===== config.mk =====
export PLATFORM = sky130hd
export DESIGN_NAME = pipe_ctrl_flat
export DESIGN_NICKNAME = d
export VERILOG_FILES = /design/src/rtl/pipe_ctrl_pkg.sv /design/src/rtl/pipe_ctrl_if.sv /design/src/rtl/pipe_ctrl.sv /design/src/flat_wrapper.sv
export SDC_FILE = /design/constraint.sdc
export NUM_CORES = 1
export LEC_CHECK = 0
export ABC_CLOCK_PERIOD_IN_PS = 1600
export CAP_MARGIN = 20
export CORE_UTILIZATION = 34
export CTS_CLUSTER_DIAMETER = 100
export DETAILED_ROUTE_END_ITERATION = 10
export GPL_TIMING_DRIVEN = 0
export PLACE_DENSITY = 0.74
export SYNTH_ARGS = -nofsm -noshare
export SYNTH_HDL_FRONTEND = slang
export SYNTH_SLANG_ARGS = --single-unit
export TNS_END_PERCENT = 100

===== constraint.sdc =====
create_clock -name clk -period 1.6 [get_ports clk]
set_input_delay 0.32 -clock clk [delete_from_list [all_inputs] [get_ports clk]]
set_output_delay 0.32 -clock clk [all_outputs]
set_load 0.05 [all_outputs]

===== src/rtl/pipe_ctrl_pkg.sv =====
// Shared CPU package: stall-bit positions, stall vector constants,
// pipeline control state type and the default exception vector.
package pipe_ctrl_pkg;

  // Bit positions inside the stall vector
  localparam int STALL_PC  = 0;
  localparam int STALL_IF  = 1;
  localparam int STALL_ID  = 2;
  localparam int STALL_EX  = 3;
  localparam int STALL_MEM = 4;
  localparam int STALL_WB  = 5;

  // Holding a stage also holds everything upstream of it, so every stall
  // vector is a contiguous run of ones from the PC up to the requesting stage.
  function automatic logic [STALL_WB:0] stall_upto(input int idx);
    logic [STALL_WB:0] m;
    m = '0;
    for (int i = STALL_PC; i <= STALL_WB; i++) begin
      if (i <= idx) m[i] = 1'b1;
    end
    return m;
  endfunction

  localparam logic [STALL_WB:0] STALL_NONE     = '0;
  localparam logic [STALL_WB:0] STALL_FROM_ID  = stall_upto(STALL_ID);
  localparam logic [STALL_WB:0] STALL_FROM_EX  = stall_upto(STALL_EX);
  localparam logic [STALL_WB:0] STALL_FROM_MEM = stall_upto(STALL_MEM);

  typedef enum logic [1:0] {
    RUN   = 2'd0,
    MDU   = 2'd1,
    FLUSH = 2'd2
  } pipe_ctrl_state_t;

  localparam logic [31:0] EXC_VECTOR_DEFAULT = 32'h0000_0020;

endpackage


===== src/rtl/pipe_ctrl_if.sv =====
// Handshake bundle between the pipeline stages and the pipeline
// control unit: stage requests in one direction, hold/flush out the other.
interface pipe_ctrl_if;
  logic        stallreq_id;
  logic        ex_mdu_start;
  logic        stallreq_mem;
  logic        mem_excp;
  logic [5:0]  stall;
  logic        flush;
  logic [31:0] new_pc;
  logic        mdu_busy;
  logic        mdu_done;

  // Pipeline side: raises requests, obeys stall/flush
  modport master (
    output stallreq_id, ex_mdu_start, stallreq_mem, mem_excp,
    input  stall, flush, new_pc, mdu_busy, mdu_done
  );

  // Controller side
  modport slave (
    input  stallreq_id, ex_mdu_start, stallreq_mem, mem_excp,
    output stall, flush, new_pc, mdu_busy, mdu_done
  );
endinterface


===== src/rtl/pipe_ctrl.sv =====
// Pipeline control unit for the five-stage MIPS core: arbitrates stall
// requests, sequences multi-cycle MDU operations and flushes on MEM
// exceptions. Control outputs are combinational so hazards are answered
// in the cycle they are raised.
module pipe_ctrl
  import pipe_ctrl_pkg::*;
#(
  parameter int          DIV_CYCLES = 34,
  parameter logic [31:0] EXC_VECTOR = EXC_VECTOR_DEFAULT
) (
  input  logic          clk,
  input  logic          rst,
  pipe_ctrl_if.slave    bus
);

  localparam int               CNT_W    = $clog2(DIV_CYCLES);
  localparam logic [CNT_W-1:0] CNT_LOAD = CNT_W'(DIV_CYCLES - 1);

  pipe_ctrl_state_t   r_state;
  logic [CNT_W-1:0]   r_cnt;

  logic               w_ex_stall;
  logic [5:0]         w_stall;
  logic               w_flush;
  logic               w_busy;
  logic               w_done;

  // Output decode: priority arbitration of stall sources; everything forced
  // low while reset is held, and FLUSH ignores requests from squashed bubbles.
  always_comb begin
    w_stall    = STALL_NONE;
    w_flush    = 1'b0;
    w_busy     = 1'b0;
    w_done     = 1'b0;
    w_ex_stall = ((r_state == MDU) && (r_cnt != '0)) ||
                 ((r_state == RUN) && bus.ex_mdu_start);
    if (!rst) begin
      if (r_state == FLUSH) begin
        w_flush = bus.mem_excp;
      end else begin
        if (bus.mem_excp)          w_flush = 1'b1;
        else if (bus.stallreq_mem) w_stall = STALL_FROM_MEM;
        else if (w_ex_stall)       w_stall = STALL_FROM_EX;
        else if (bus.stallreq_id)  w_stall = STALL_FROM_ID;
        // An exception aborts the MDU sequence in the same cycle
        if ((r_state == MDU) && !bus.mem_excp) begin
          w_busy = 1'b1;
          w_done = (r_cnt == '0);
        end
      end
    end
  end

  assign bus.stall    = w_stall;
  assign bus.flush    = w_flush;
  assign bus.new_pc   = w_flush ? EXC_VECTOR : '0;
  assign bus.mdu_busy = w_busy;
  assign bus.mdu_done = w_done;

  // Control FSM with inline MDU down-counter
  always_ff @(posedge clk) begin
    if (rst) begin
      r_state <= RUN;
      r_cnt   <= '0;
    end else begin
      case (r_state)
        RUN: begin
          if (bus.mem_excp) begin
            r_state <= FLUSH;
          end else if (bus.ex_mdu_start) begin
            r_state <= MDU;
            r_cnt   <= CNT_LOAD;
          end
        end
        MDU: begin
          if (bus.mem_excp) begin
            r_state <= FLUSH;
            r_cnt   <= '0;
          end else if (r_cnt != '0) begin
            // Counting continues even while MEM holds the pipe
            r_cnt <= r_cnt - CNT_W'(1);
          end else if (!bus.stallreq_mem) begin
            r_state <= RUN;
          end
        end
        FLUSH: begin
          if (!bus.mem_excp) r_state <= RUN;
        end
        default: begin
          r_state <= RUN;
          r_cnt   <= '0;
        end
      endcase
    end
  end

endmodule


===== src/flat_wrapper.sv =====
// flat-port wrapper written by rule: the top's interface ports become plain ports
module pipe_ctrl_flat import pipe_ctrl_pkg::*;
#(
  parameter int          DIV_CYCLES = 34,
  parameter logic [31:0] EXC_VECTOR = EXC_VECTOR_DEFAULT
)
  (clk, rst, bus_stallreq_id, bus_ex_mdu_start, bus_stallreq_mem, bus_mem_excp, bus_stall, bus_flush, bus_new_pc, bus_mdu_busy, bus_mdu_done);
  pipe_ctrl_if bus_i ();
  input  logic clk;
  input  logic rst;
  input wire logic [$bits(bus_i.stallreq_id)-1:0] bus_stallreq_id;
  input wire logic [$bits(bus_i.ex_mdu_start)-1:0] bus_ex_mdu_start;
  input wire logic [$bits(bus_i.stallreq_mem)-1:0] bus_stallreq_mem;
  input wire logic [$bits(bus_i.mem_excp)-1:0] bus_mem_excp;
  output wire logic [$bits(bus_i.stall)-1:0] bus_stall;
  output wire logic [$bits(bus_i.flush)-1:0] bus_flush;
  output wire logic [$bits(bus_i.new_pc)-1:0] bus_new_pc;
  output wire logic [$bits(bus_i.mdu_busy)-1:0] bus_mdu_busy;
  output wire logic [$bits(bus_i.mdu_done)-1:0] bus_mdu_done;
  assign bus_i.stallreq_id = bus_stallreq_id;
  assign bus_i.ex_mdu_start = bus_ex_mdu_start;
  assign bus_i.stallreq_mem = bus_stallreq_mem;
  assign bus_i.mem_excp = bus_mem_excp;
  assign bus_stall = bus_i.stall;
  assign bus_flush = bus_i.flush;
  assign bus_new_pc = bus_i.new_pc;
  assign bus_mdu_busy = bus_i.mdu_busy;
  assign bus_mdu_done = bus_i.mdu_done;
  pipe_ctrl #(.DIV_CYCLES(DIV_CYCLES), .EXC_VECTOR(EXC_VECTOR)) u_core (.clk(clk), .rst(rst), .bus(bus_i));
endmodule

# Yosys cells after proc, flatten, opt, wreduce, memory -nomap -nowiden
# Cells that the tools add are included.
[op_classes] n_eq_ne=9 bitwise_logic=1 n_mux=28 shift=0 magnitude_cmp=0 n_reduce_logical=10 n_div=0 mul=0 add_sub_neg=1
[ops] cell="6-bit 2-to-1 mux" count=10
[ops] cell="6-bit one-hot mux with 3 select lines" count=1
[ops] cell="2-bit 2-to-1 mux" count=6
[ops] cell="1-bit 2-to-1 mux" count=9
[ops] cell="3-bit inequality test, second input constant" count=3
[ops] cell="4-bit AND reduction" count=2
[ops] cell="6-bit zero test" count=1
[ops] cell="2-bit inequality test, second input constant" count=3
[ops] cell="2-bit one-hot mux with 3 select lines" count=1
[ops] cell="6-bit nonzero test" count=1
[ops] cell="6-bit by 1-bit subtractor with 6-bit output, second input constant" count=1
[ops] cell="1-bit logical AND" count=3
[ops] cell="3-bit 2-to-1 mux" count=1
[ops] cell="3-bit by 2-bit inequality test with 1-bit output, second input constant" count=1
[ops] cell="2-bit by 1-bit equality test with 1-bit output, second input constant" count=1
[ops] cell="2-bit equality test, second input constant" count=1
[ops] cell="2-bit zero test" count=1
[ops] cell="1-bit zero test" count=1
[ops] cell="1-bit logical OR" count=1
[ops] cell="1-bit NOT" count=1
[totals] inputBits=6 romBits=0 output_inout_bits=41 elab_cells=51 mem_count=0 regBits=8 latch_bits=0 mem_bits_rw=0

# Depth between registers and ports, before layout
# Gate-level depths: netlist of run 1.
[depth] ltp_word=8 depth_mapped=7 ltp_nobuf=6

# Worst setup path after synthesis of run 1
# OpenSTA, ideal clock, no wires.
[synth_timing] path_type="reg2out" start="register u_core.r_cnt[0]" end="output bus_mdu_done" path_buffers=0 stages_incl_launch_ff=5 arrival_time_ps=2450 path_slack_ps=-1170 path_cell_list="dfxtp_1 -> inv_1 -> ha_1 -> or3b_4 -> nor4_1"
[synth_via] elab_chain_len=4
[synth_lines] element="start: declaration" line="pipe_ctrl.sv:20" rtl="logic [CNT_W-1:0] r_cnt;"
[synth_lines] element="start signal: assignment" line="pipe_ctrl.sv:81" rtl="r_cnt <= r_cnt - CNT_W'(1);"
[synth_lines] element="6-bit zero test" line="pipe_ctrl.sv:48" rtl="w_done = (r_cnt == '0);"
[synth_lines] element="1-bit 2-to-1 mux" line="pipe_ctrl.sv:46" rtl="if ((r_state == MDU) && !bus.mem_excp) begin"
[synth_lines] element="1-bit 2-to-1 mux" line="pipe_ctrl.sv:38" rtl="if (r_state == FLUSH) begin"
[synth_lines] element="1-bit 2-to-1 mux" line="pipe_ctrl.sv:37" rtl="if (!rst) begin"
[synth_lines] element="end: declaration" line="flat_wrapper.sv:19" rtl="output wire logic [$bits(bus_i.mdu_done)-1:0] bus_mdu_done;"
# No other way between the ends.

# Final worst setup path of run 1
[layout_timing] start="register u_core.r_cnt[0]" end="output bus_stall[2]"
[layout_via] elab_chain_len=8
[layout_lines] element="6-bit nonzero test" line="pipe_ctrl.sv:35" rtl="w_ex_stall = ((r_state == MDU) && (r_cnt != '0)) ||"
[layout_lines] element="1-bit logical AND" line="pipe_ctrl.sv:35"
[layout_lines] element="1-bit logical OR" line="pipe_ctrl.sv:35"
[layout_lines] element="6-bit 2-to-1 mux" line="pipe_ctrl.sv:43" rtl="else if (w_ex_stall) w_stall = STALL_FROM_EX;"
[layout_lines] element="6-bit 2-to-1 mux" line="pipe_ctrl.sv:42" rtl="else if (bus.stallreq_mem) w_stall = STALL_FROM_MEM;"
[layout_lines] element="6-bit 2-to-1 mux" line="pipe_ctrl.sv:41" rtl="if (bus.mem_excp) w_flush = 1'b1;"
[layout_lines] element="6-bit 2-to-1 mux" line="pipe_ctrl.sv:38"
[layout_lines] element="6-bit 2-to-1 mux" line="pipe_ctrl.sv:37"
[layout_lines] element="end: declaration" line="flat_wrapper.sv:15" rtl="output wire logic [$bits(bus_i.stall)-1:0] bus_stall;"
# No other way between the ends.

==> out/metrics.csv, run 1 <==
stage,metric,value,unit
final_layout,nets,168,
die,placementRows,17,
setup_path,critical_path_class,register to output port,
timing,fin_crit_sh,128,%
cts,clockBufferDepth,2,
drt,wl_met3,129,um
final_layout,syn2layout_area_growth,64.2,%
cts,cts_tree,done,
setup_path,required,1.28,ns
place,place_area,1160,um2
power,powerDensity,693,nW/um2
run,maxCapViolations,0,
drt,ant_nets,0,
setup_path,cp.arrival,1.73,ns
die,die_h,50.5,um
cts,path_clk_slew,0.05,ns
setup_path,path_delay_family,simple AND/OR/NAND/NOR gates,
power,power_frac_comb,56.6,%
synthesis,ys_seq_area_share,20.0,%
timing,worst_slack,-0.452,ns
min_path,min_from,rst,
drt,first_pass_iters,5,
power,leakagePower,0.668,nW
synthesis,synthCells,101,
final_layout,fillCellCount,202,
drt,top_layer,met4,
place,dp_hpwl,1260,um
setup_path,rr_worst_depth,9,
timing,max_freq,0.487,GHz
setup_path,cp_slowest_stage_delay,0.32,ns
synthesis,synth_warnings,0,
setup_path,crit_path_cell_trace,"inv_2, ha_4, nor3b_4, a311oi_2, nor3_2, nor2_4, buf_6, buf_8",
setup_path,cp_max_fo,3,
setup_path,r2r-start,u_core.r_cnt[0],
drt,avgViaCountPerCell,4.11,
min_path,min_path_cells,2,
run_status,violations,negative setup slack,
die,die_area,2550,um2
timing,timing.final.hold_violations,0,
power,p_sw_share,45.7,%
grt,grt_pass1_wl,2870,um
power,p_seq_share,25.3,%
die,start_util,36.1,%
timing,rsz0062_at_grt,yes,
run_status,status,finished with violations,
setup_path,cp.depth,8,
synthesis,yosys.cell_types.count,35,
min_path,hold_end,u_core.r_cnt[0],
setup_path,crit_buf_inv,3,
setup_path,crit_slowest_cell,dfxtp_2,
timing,clock_skew,0.00844,ns
grt,antenna_found_initial,0,
drt,drc_errors,0,
power,internal_power,0.494,mW
drt,wl_met2,913,um
drt,dr.first_iter.drc_count,19,
final_layout,finalInstanceArea,1310,um2
synthesis,synth.area.top_cells,"buf_4 (33%), dfxtp_1 (20%), nor2_1 (5.2%)",
setup_path,worstSetupStartpointType,register,
synthesis,syn_area,800,um2
die,die_w,50.5,um
power,p_clk_share,18.2,%
timing,drv_slew,0,
setup_path,reg2reg_slack,-0.29,ns
cts,cts_made_buffers,3,
drt,wire_per_inst,9.57,um
drt,wl_met1,728,um
setup_path,rr_endpoint,u_core.r_cnt[0],
timing,finalSetupViolCount,10,
setup_path,end_kind,output port,
min_path,hold_path_class,input port to register,
timing,period_minus_slack,2.05,ns
synthesis,synthDominantCellAreaShare,32.9,%
timing,final.setup.tns,-3.38,ns
place,place_congestion,0.697,
die,core_region_area,2210,um2
final_layout,diodes,0,
cts,cts_sinks,8,
cts,clkLatencyLatePin,0.27,ns
grt,grt_pass1_vias,652,
synthesis,synth-seq-cells,8,
synthesis,synth_top_area_cell,buf_4,
grt,track_usage,14.7,%
final_layout,final_cell_mix,"buf_4 (42), conb_1 (32), buf_6 (11), nor2_1 (7)",
final_layout,fin_cells,187,
power,power,0.909,mW
final_layout,layout-drive-gt1-share,52.8,%
grt,overflow,0,
power,vdd_drop_max,0.311,mV
drt,routed_wl,1790,um
die,ios,47,
cts,h-tree-depth,1,
place,placed_cells,173,
power,p_sw,0.415,mW
place,io_buffers,13,
final_layout,final_common_cell,buf_4,
drt,vias,768,
cts,cts-root-buf,clkbuf_4,
grt,grt_start_max_net_pins,11,
synthesis,synth.avg_cell_area,7.92,um2
final cells by class:
class / count / area, um2 / area share, %
tap: 28 / 35.0 / 2.67
inverter: 5 / 18.8 / 1.43
buffer: 38 / 298 / 22.7
multi-input combinational: 81 / 536 / 40.8
timing repair buffer: 24 / 235 / 17.9
sequential: 8 / 168 / 12.8
clock buffer: 3 / 22.5 / 1.72
worst max-delay path by stage:
stage                                from            to  slack, ns
after floorplan           u_core.r_cnt[0]  bus_stall[1]      -0.27
after global placement       bus_mem_excp  bus_mdu_done      -1.17
after detailed placement     bus_mem_excp  bus_mdu_done      -1.21
after CTS                 u_core.r_cnt[0]  bus_stall[1]      -0.44
after global routing      u_core.r_cnt[0]  bus_stall[1]      -0.52
final                     u_core.r_cnt[0]  bus_stall[2]      -0.45
state kept, by name, summed over array words and instances, names as in the netlist:
signal,cells
u_core.r_cnt,6
u_core.r_state,2
cells in the mapped netlist:
| cell | instances |
|---|---|
| conb_1 | 1 |
| nor2b_1 | 1 |
| inv_1 | 5 |
| nor4_1 | 1 |
| buf_2 | 1 |
| or2_2 | 1 |
| a211o_1 | 1 |
| o32ai_4 | 1 |
| or3b_4 | 1 |
| o21ai_1 | 2 |
| o21ai_0 | 4 |
| a311oi_1 | 1 |
| or3b_1 | 1 |
| nor3b_2 | 1 |
| nor3b_1 | 1 |
| dfxtp_1 | 8 |
| clkbuf_1 | 1 |
| o32ai_1 | 1 |
| nand2_1 | 1 |
| nand3b_1 | 2 |
| mux2i_1 | 1 |
| a211oi_1 | 1 |
| or4b_2 | 1 |
| a21boi_0 | 1 |
| or3_1 | 3 |
| a41oi_1 | 1 |
| nor2_1 | 11 |
| ha_1 | 1 |
| buf_4 | 35 |
| xnor2_1 | 1 |
| a21oi_1 | 4 |
| or4_1 | 1 |
| nor3_1 | 2 |
| buf_6 | 1 |
| o21ba_1 | 1 |
timing repair:
item                                    in CTS  in global routing
setup buffers                                8                  4
resized for setup                           68                  8
gates cloned                                 0                  0
pin swaps                                    8                  6
hold buffers                                 0                  0
endpoints found under the setup margin      15                 13
power by group through the flow:
stage	clock network, mW	registers (mW)	logic, mW
6_report	0.165	0.230	0.514
5_1_grt	0.179	0.232	0.543
4_1_cts	0.162	0.231	0.503
3_5_place_dp	0	0.237	0.451
3_3_place_gp	0	0.235	0.445
2_1_floorplan	0	0.232	0.397
per-stage QoR:
stage | setup WS (ns) | utilization [%] | hold slack [ns]
after floorplan | -0.271 | - | 0.453
after global placement | -1.17 | 52.4 | 0.468
after detailed placement | -1.21 | 52.4 | 0.469
after CTS | -0.444 | 57.9 | 0.445
after global routing | -0.520 | 59.3 | 0.450
final | -0.452 | 59.3 | 0.440
worst reg2reg max path, stage by stage, from the launching register on:
cell and delay, ns:
dfxtp_2 0.32, inv_2 0.06, ha_4 0.13, buf_4 0.10, buf_6 0.08, or3b_4 0.39
buf_6 0.13, o32ai_4 0.34, nand3b_1 0.16, a21oi_1 0.06
per-layer routing:
layer	global-route usage, %	vias to the layer above
met4	4.17	0
met3	3.03	4
li1	-	394
met5	0	-
met2	25.8	33
met1	18.0	337
kinds of logic (layout without fill, tap and decap cells):
kind of cell	Yosys count	in the layout	synth area share (%)
buffers and inverters	43	70	37.7
AND/OR/NAND/NOR	28	28	20.7
AO/OA/AOI/OAI	18	18	17.2
flip-flops	8	8	20.0
adder cells (fa/ha/maj)	1	1	1.56
other	1	32	0.469
XOR/XNOR	1	1	1.10
multiplexers	1	1	1.25
(Power assumes the default switching activity.)
==> inputs of run 2 (changes only) <==
- ABC_CLOCK_PERIOD_IN_PS: 1600 -> default
- CELL_PAD_IN_SITES_DETAIL_PLACEMENT: default -> 0
- CELL_PAD_IN_SITES_GLOBAL_PLACEMENT: default -> 1
- CORE_UTILIZATION: 34 -> 23
==> out/metrics.csv, run 2 (synthesis gave the netlist of run 1 again) <==
stage,metric,value,unit,change
final_layout,finalInstanceArea,1320,um2,+0.48%
place,place_area,1180,um2,+1.9%
power,internal_power,0.491,mW,-0.54%
final_layout,layout-drive-gt1-share,51.9,%,-0.91 points
setup_path,path_delay_family,simple AND/OR/NAND/NOR gates,,
die,start_util,24.0,%,-12 points
timing,timing.hold.ws,0.440,ns,-0.000336 ns
setup_path,rr_endpoint,u_core.r_cnt[0],,
final_layout,final_cell_mix,"buf_4 (41), conb_1 (32), buf_6 (8), nor2_1 (7), dfxtp_1 (5)",,
final_layout,fin_cells,202,,+8.0%
min_path,min_path_cells,2,,unchanged
timing,worst_slack,-0.420,ns,+0.0314 ns
timing,timing.final.hold_violations,0,,unchanged
setup_path,cp_max_fo,3,,unchanged
setup_path,rr_worst_depth,9,,unchanged
timing,fin_crit_sh,126,%,-2.0 points
drt,routed_wl,1640,um,-8.3%
place,io_buffers,13,,unchanged
setup_path,worstSetupStartpointType,register,,
grt,grt_start_max_net_pins,11,,unchanged
place,dp_hpwl,1270,um,+1.4%
cts,cts_hold_buf,0,,unchanged
power,power_frac_comb,56.7,%,about the same
setup_path,r2r-start,u_core.r_cnt[0],,
die,core_region_area,3340,um2,+51%
die,placementRows,21,,+4
final_layout,largest_register_ffs,6,,unchanged
drt,wire_per_inst,8.13,um,-15%
final_layout,fillCellCount,350,,+73%
setup_path,cp.arrival,1.70,ns,-0.03 ns
final_layout,largestRegisters,"u_core.r_cnt (6), u_core.r_state (2)",,
min_path,min_from,rst,,
drt,dr.first_iter.drc_count,47,,+28
cts,cts_tree,done,,
setup_path,cp_slowest_stage_delay,0.32,ns,about the same
timing,max_freq,0.495,GHz,+1.6%
setup_path,crit_buf_inv,3,,unchanged
cts,cts_sinks,8,,unchanged
place,placed_cells,191,,+10%
grt,track_usage,9.54,%,-5.2 points
final_layout,nets,165,,-1.8%
run,maxCapViolations,0,,unchanged
power,powerDensity,680,nW/um2,-1.8%
timing,rsz0062_at_grt,yes,,
grt,antenna_found_initial,0,,unchanged
die,die_h,61.0,um,+21%
run_status,status,finished with violations,,
final_layout,final_common_cell,buf_4,,
min_path,hold_end,u_core.r_cnt[0],,
place,place_congestion,0.755,,+8.4%
setup_path,end_kind,output port,,
drt,vias,744,,-3.1%
setup_path,reg2reg_slack,-0.31,ns,-0.02 ns
cts,h-tree-depth,1,,unchanged
timing,period_minus_slack,2.02,ns,-0.0314 ns
final_layout,regMostFlops,u_core.r_cnt,,
power,leakagePower,0.656,nW,-1.8%
drt,first_pass_iters,4,,-1
power,p_sw_share,45.2,%,-0.44 points
timing,final.setup.tns,-3.29,ns,+0.0955 ns
setup_path,critical_path_class,register to output port,,
drt,avgViaCountPerCell,3.68,,-10%
drt,drc_errors,0,,unchanged
setup_path,required,1.28,ns,about the same
timing,clock_skew,0.00819,ns,-0.000257 ns
run_status,violations,negative setup slack,,
cts,cts-root-buf,clkbuf_4,,
setup_path,crit_slowest_cell,dfxtp_2,,
cts,cts_made_buffers,3,,unchanged
final_layout,syn2layout_area_growth,64.9,%,
cts,path_clk_slew,0.06,ns,about the same
drt,ant_nets,0,,unchanged
timing,finalSetupViolCount,10,,unchanged
power,p_clk_share,17.6,%,-0.6 points
die,die_w,61.0,um,+21%
timing,drv_slew,0,,unchanged
final_layout,diodes,0,,unchanged
cts,clkLatencyLatePin,0.26,ns,about the same
power,p_sw,0.406,mW,-2.3%
setup_path,crit_path_cell_trace,"inv_2, ha_4, nor3b_4, a311oi_2, nor3_2, nor2_4, buf_6, buf_8",,
power,power,0.897,mW,-1.3%
grt,grt_pass1_vias,634,,-2.8%
grt,grt_pass1_wl,2680,um,-6.5%
die,ios,47,,unchanged
die,die_area,3720,um2,+46%
power,p_seq_share,25.7,%,+0.4 points
power,vdd_drop_max,0.199,mV,-36%
min_path,hold_path_class,input port to register,,
grt,overflow,0,,unchanged
cts,clockBufferDepth,2,,unchanged
[run 2: cell types whose count changed in the layout (fill, tap and decap cells not counted)]
cell	before	now
clkdlybuf4s15_2	1	2
buf_4	42	41
clkdlybuf4s18_2	1	0
buf_8	2	3
or3b_1	1	0
o21ai_2	1	0
dfxtp_2	3	2
buf_6	11	8
dfxtp_1	4	5
o21ai_4	0	1
or3b_4	1	2
[run 2: layer usage]
metal / share of wire, % / GRT usage (%)
met1: 40 / 10.3
met3: 6.4 / 2.56
met2: 54 / 19.0
met4: 0 / 0.974
met5: 0 / 0
[run 2: what timing repair did]
item,CTS,global route
endpoints found under the setup margin,15,12
resized for setup,64,11
buffers inserted,4,4
pin swaps,7,5
[run 2: worst max-delay path by stage]
| stage | from | endpoint | slack, ns | depth (start not counted) |
|---|---|---|---|---|
| 6_report | u_core.r_cnt[0] | bus_stall[2] | -0.42 | 8 |
| 5_1_grt | u_core.r_cnt[0] | bus_stall[2] | -0.52 | 8 |
| 4_1_cts | u_core.r_cnt[0] | bus_stall[1] | -0.47 | 8 |
| 3_5_place_dp | bus_mem_excp | bus_mdu_done | -1.22 | 5 |
| 3_3_place_gp | bus_mem_excp | bus_mdu_done | -1.20 | 5 |
| 2_1_floorplan | u_core.r_cnt[0] | bus_stall[1] | -0.27 | 7 |
[run 2: final cells by class]
| cell class | instances | area [um2] | share of cell area (%) |
|---|---|---|---|
| Multi-Input combinational cell | 81 | 546 | 41.4 |
| Buffer | 38 | 294 | 22.3 |
| Timing Repair Buffer | 21 | 214 | 16.2 |
| Sequential cell | 8 | 166 | 12.6 |
| Tap cell | 46 | 57.6 | 4.36 |
| Clock buffer | 3 | 22.5 | 1.71 |
| Inverter | 5 | 18.8 | 1.42 |
[run 2: metrics by stage]
step / util, % / setup slack (ns)
2_1_floorplan: - / -0.271
3_3_place_gp: 35.4 / -1.20
3_5_place_dp: 35.4 / -1.22
4_1_cts: 37.8 / -0.467
5_1_grt: 39.5 / -0.515
6_report: 39.5 / -0.420
[run 2: power by group through the flow]
stage	clock network (mW)	logic (mW)	registers, mW
final	0.158	0.509	0.231
after global routing	0.172	0.537	0.234
after CTS	0.165	0.474	0.231
after detailed placement	0	0.451	0.236
after global placement	0	0.446	0.235
after floorplan	0	0.397	0.232
==> patch, RTL diff (config.mk and constraints of run 1) <==
Encoding of `pipe_ctrl_state_t`: now one-hot (3 bits for 3 states).
--- a/src/rtl/pipe_ctrl_pkg.sv
+++ b/src/rtl/pipe_ctrl_pkg.sv
@@ -27,8 +27,8 @@
   localparam logic [STALL_WB:0] STALL_FROM_MEM = stall_upto(STALL_MEM);
 
-  typedef enum logic [1:0] {
-    RUN   = 2'd0,
-    MDU   = 2'd1,
-    FLUSH = 2'd2
+  typedef enum logic [2:0] {
+    RUN   = 3'b001,
+    MDU   = 3'b010,
+    FLUSH = 3'b100
   } pipe_ctrl_state_t;
 
Formal check against the unedited RTL: same outputs for any inputs over 10 cycles, from zero or initial values and one cycle with rst high; not proved beyond that.
==> patch against run 1 <==
The flow still finishes with violations (setup timing); cell area increased by 19%; final cell count rose by 13%; register-to-register slack better by 300 ps; worst setup slack improved by 54 ps; sequential cell count increased by 1; routed wire length grew 26%; via count grew 22%; synthesized area is 17% higher; critical endpoint is now bus_stall[1].
Power is not compared: it rests on default switching activity, and its combinational part moved more than twofold at a synthesized area within 25%.
==> patch: results (changes against run 1) <==
* Status: complete, but fails checks
* Violated checks: setup timing
* Final worst hold slack at 430.6 ps (-9.878 ps)
* Final setup viols at 7 (-3)
* Post-Synth Adder-Cell Area at 0.01333 (-0.002316)
* Post-DP Area at 1292 um2 (+12%)
* Initial antenna violation count at 0 (unchanged)
* Top_reg_cell synth: dfxtp_1
* Hold crit path type: input port to flip-flop
* Vias at 940 (+22%)
* XOR/XNOR Fraction of Synth Area at 0.02800 (+0.01705)
* Commonest cells post-synth: buf_4, nor2_1, dfxtp_1, a21oi_1
* Slowest-stage cell, CP: dfxtp_4
* Fin cells at 211 (+13%)
* Final setup margin at -397.3 ps (+54.29 ps)
* Met1 WL at 859 um (+18%)
* Max layer used: met4
* Worst Hold Path EP: u_core.r_cnt[0]$_SDFFE_PP0P_
* Ys async rst share at 0 (unchanged)
* First-pass GRT wire length at 3.277 mm (+14%)
* Critical R2R Capture: u_core.r_cnt[4]$_SDFFE_PP0P_
* Grt met3 use at 0.03056 (+0.0002525)
* Setup TNS Final at -2262 ps (+1122 ps)
* CTS root buffer: clkbuf_4
* Seq/Total Area, Yosys at 0.1920 (-0.008313)
* Max Fanout on Critical Path at 4 (+1)
* Drt pass-1 iters at 4 (-1)
* Final nets at 189 (+13%)
* HPWL after DPL at 1.537 mm (+22%)
* Port Buf Inserts at 12 (-1)
* GRT Overall Usage at 0.1587 (+0.01148)
* R2R setup slack at 10 ps (+300 ps)
* Met1 Use GR at 0.1637 (-0.01601)
* Largest stage delay, worst path at 360 ps (+40 ps)
* Largest regs: u_core.r_cnt: 6 flops, u_core.r_state: 3 flops
* Proportion of synthesized area in mux cells at 0 (-0.01252)
* Peak VDD IR at 0.0006576 V
* Clock skew at 4.816 ps (-3.628 ps)
* Number of distinct library cells after synthesis at 34 (-2.9%)
* Post-cts resize count at 67 (-1.5%)
* Critical path capture point: bus_stall[1]
* Clock-pin slew on the worst setup and hold paths at 60 ps
* Largest cells by area after synthesis: buf_4, dfxtp_1, nor2_1
* FF-to-FF path depth at 7 (-2)
* Iteration-0 DRC Markers at 20 (+1)
* Routed length on met3 at 173 um (+34%)
* Vias in the first global route at 770 (+18%)
* Per-cell routed wire length at 10.71 um (+12%)
* Reg-to-Reg Start: u_core.r_state[0]$_SDFFE_PP1P_
* Crit. Startpoint: u_core.r_cnt[2]$_SDFFE_PP0P_
* Layout cell share with drive strength beyond 1 at 0.5801 (+0.05181)
* Crit path DAT at 1680 ps (-50 ps)
* Filler Cells Inserted at 211 (+4.5%)
* Gpl congestion at 0.8391 (+20%)
* M2 GR Usage at 0.2886 (+0.03084)
* Mapped Cells at 116 (+15%)
* Post-CTS Repair Setup Buffers at 12 (+4)
* Compound-Gate Fraction of Synth Area at 0.1907 (+0.01852)
* Met2 wire len at 1.153 mm (+26%)
## patch: changes by cell type in the layout (fill, tap and decap cells not counted), sizes merged, moves of 4 or more
cell          run 1  this run
buf              55        63
a21oi             4         8
o21ai             6         1
nor2b             1         5
## patch: area by class of cell
type,count,area share
inverter,4,0.009631
buffer,38,0.1870
multi-input combinational,95,0.4510
sequential,9,0.1252
tap,30,0.02408
timing repair buffer,31,0.1862
clock buffer,4,0.01685
## patch: per-stage QoR
stage / utilization / worst slack, ps / total power [mW]
3_3_place_gp: 0.5079 / -976.8 / 1.481
3_5_place_dp: 0.5079 / -1027 / 1.508
2_1_floorplan: - / -398.2 / 1.347
6_report: 0.6126 / -397.3 / 2.126
4_1_cts: 0.5723 / -436.4 / 1.887
5_1_grt: 0.6126 / -500.2 / 2.267
## patch: critical path: cells and delay by family (launching register included)
family / cells / cell delay, ps
flops: 1 / 360
buf+inv: 2 / 260
compound gates: 4 / 500
simple gates: 1 / 310
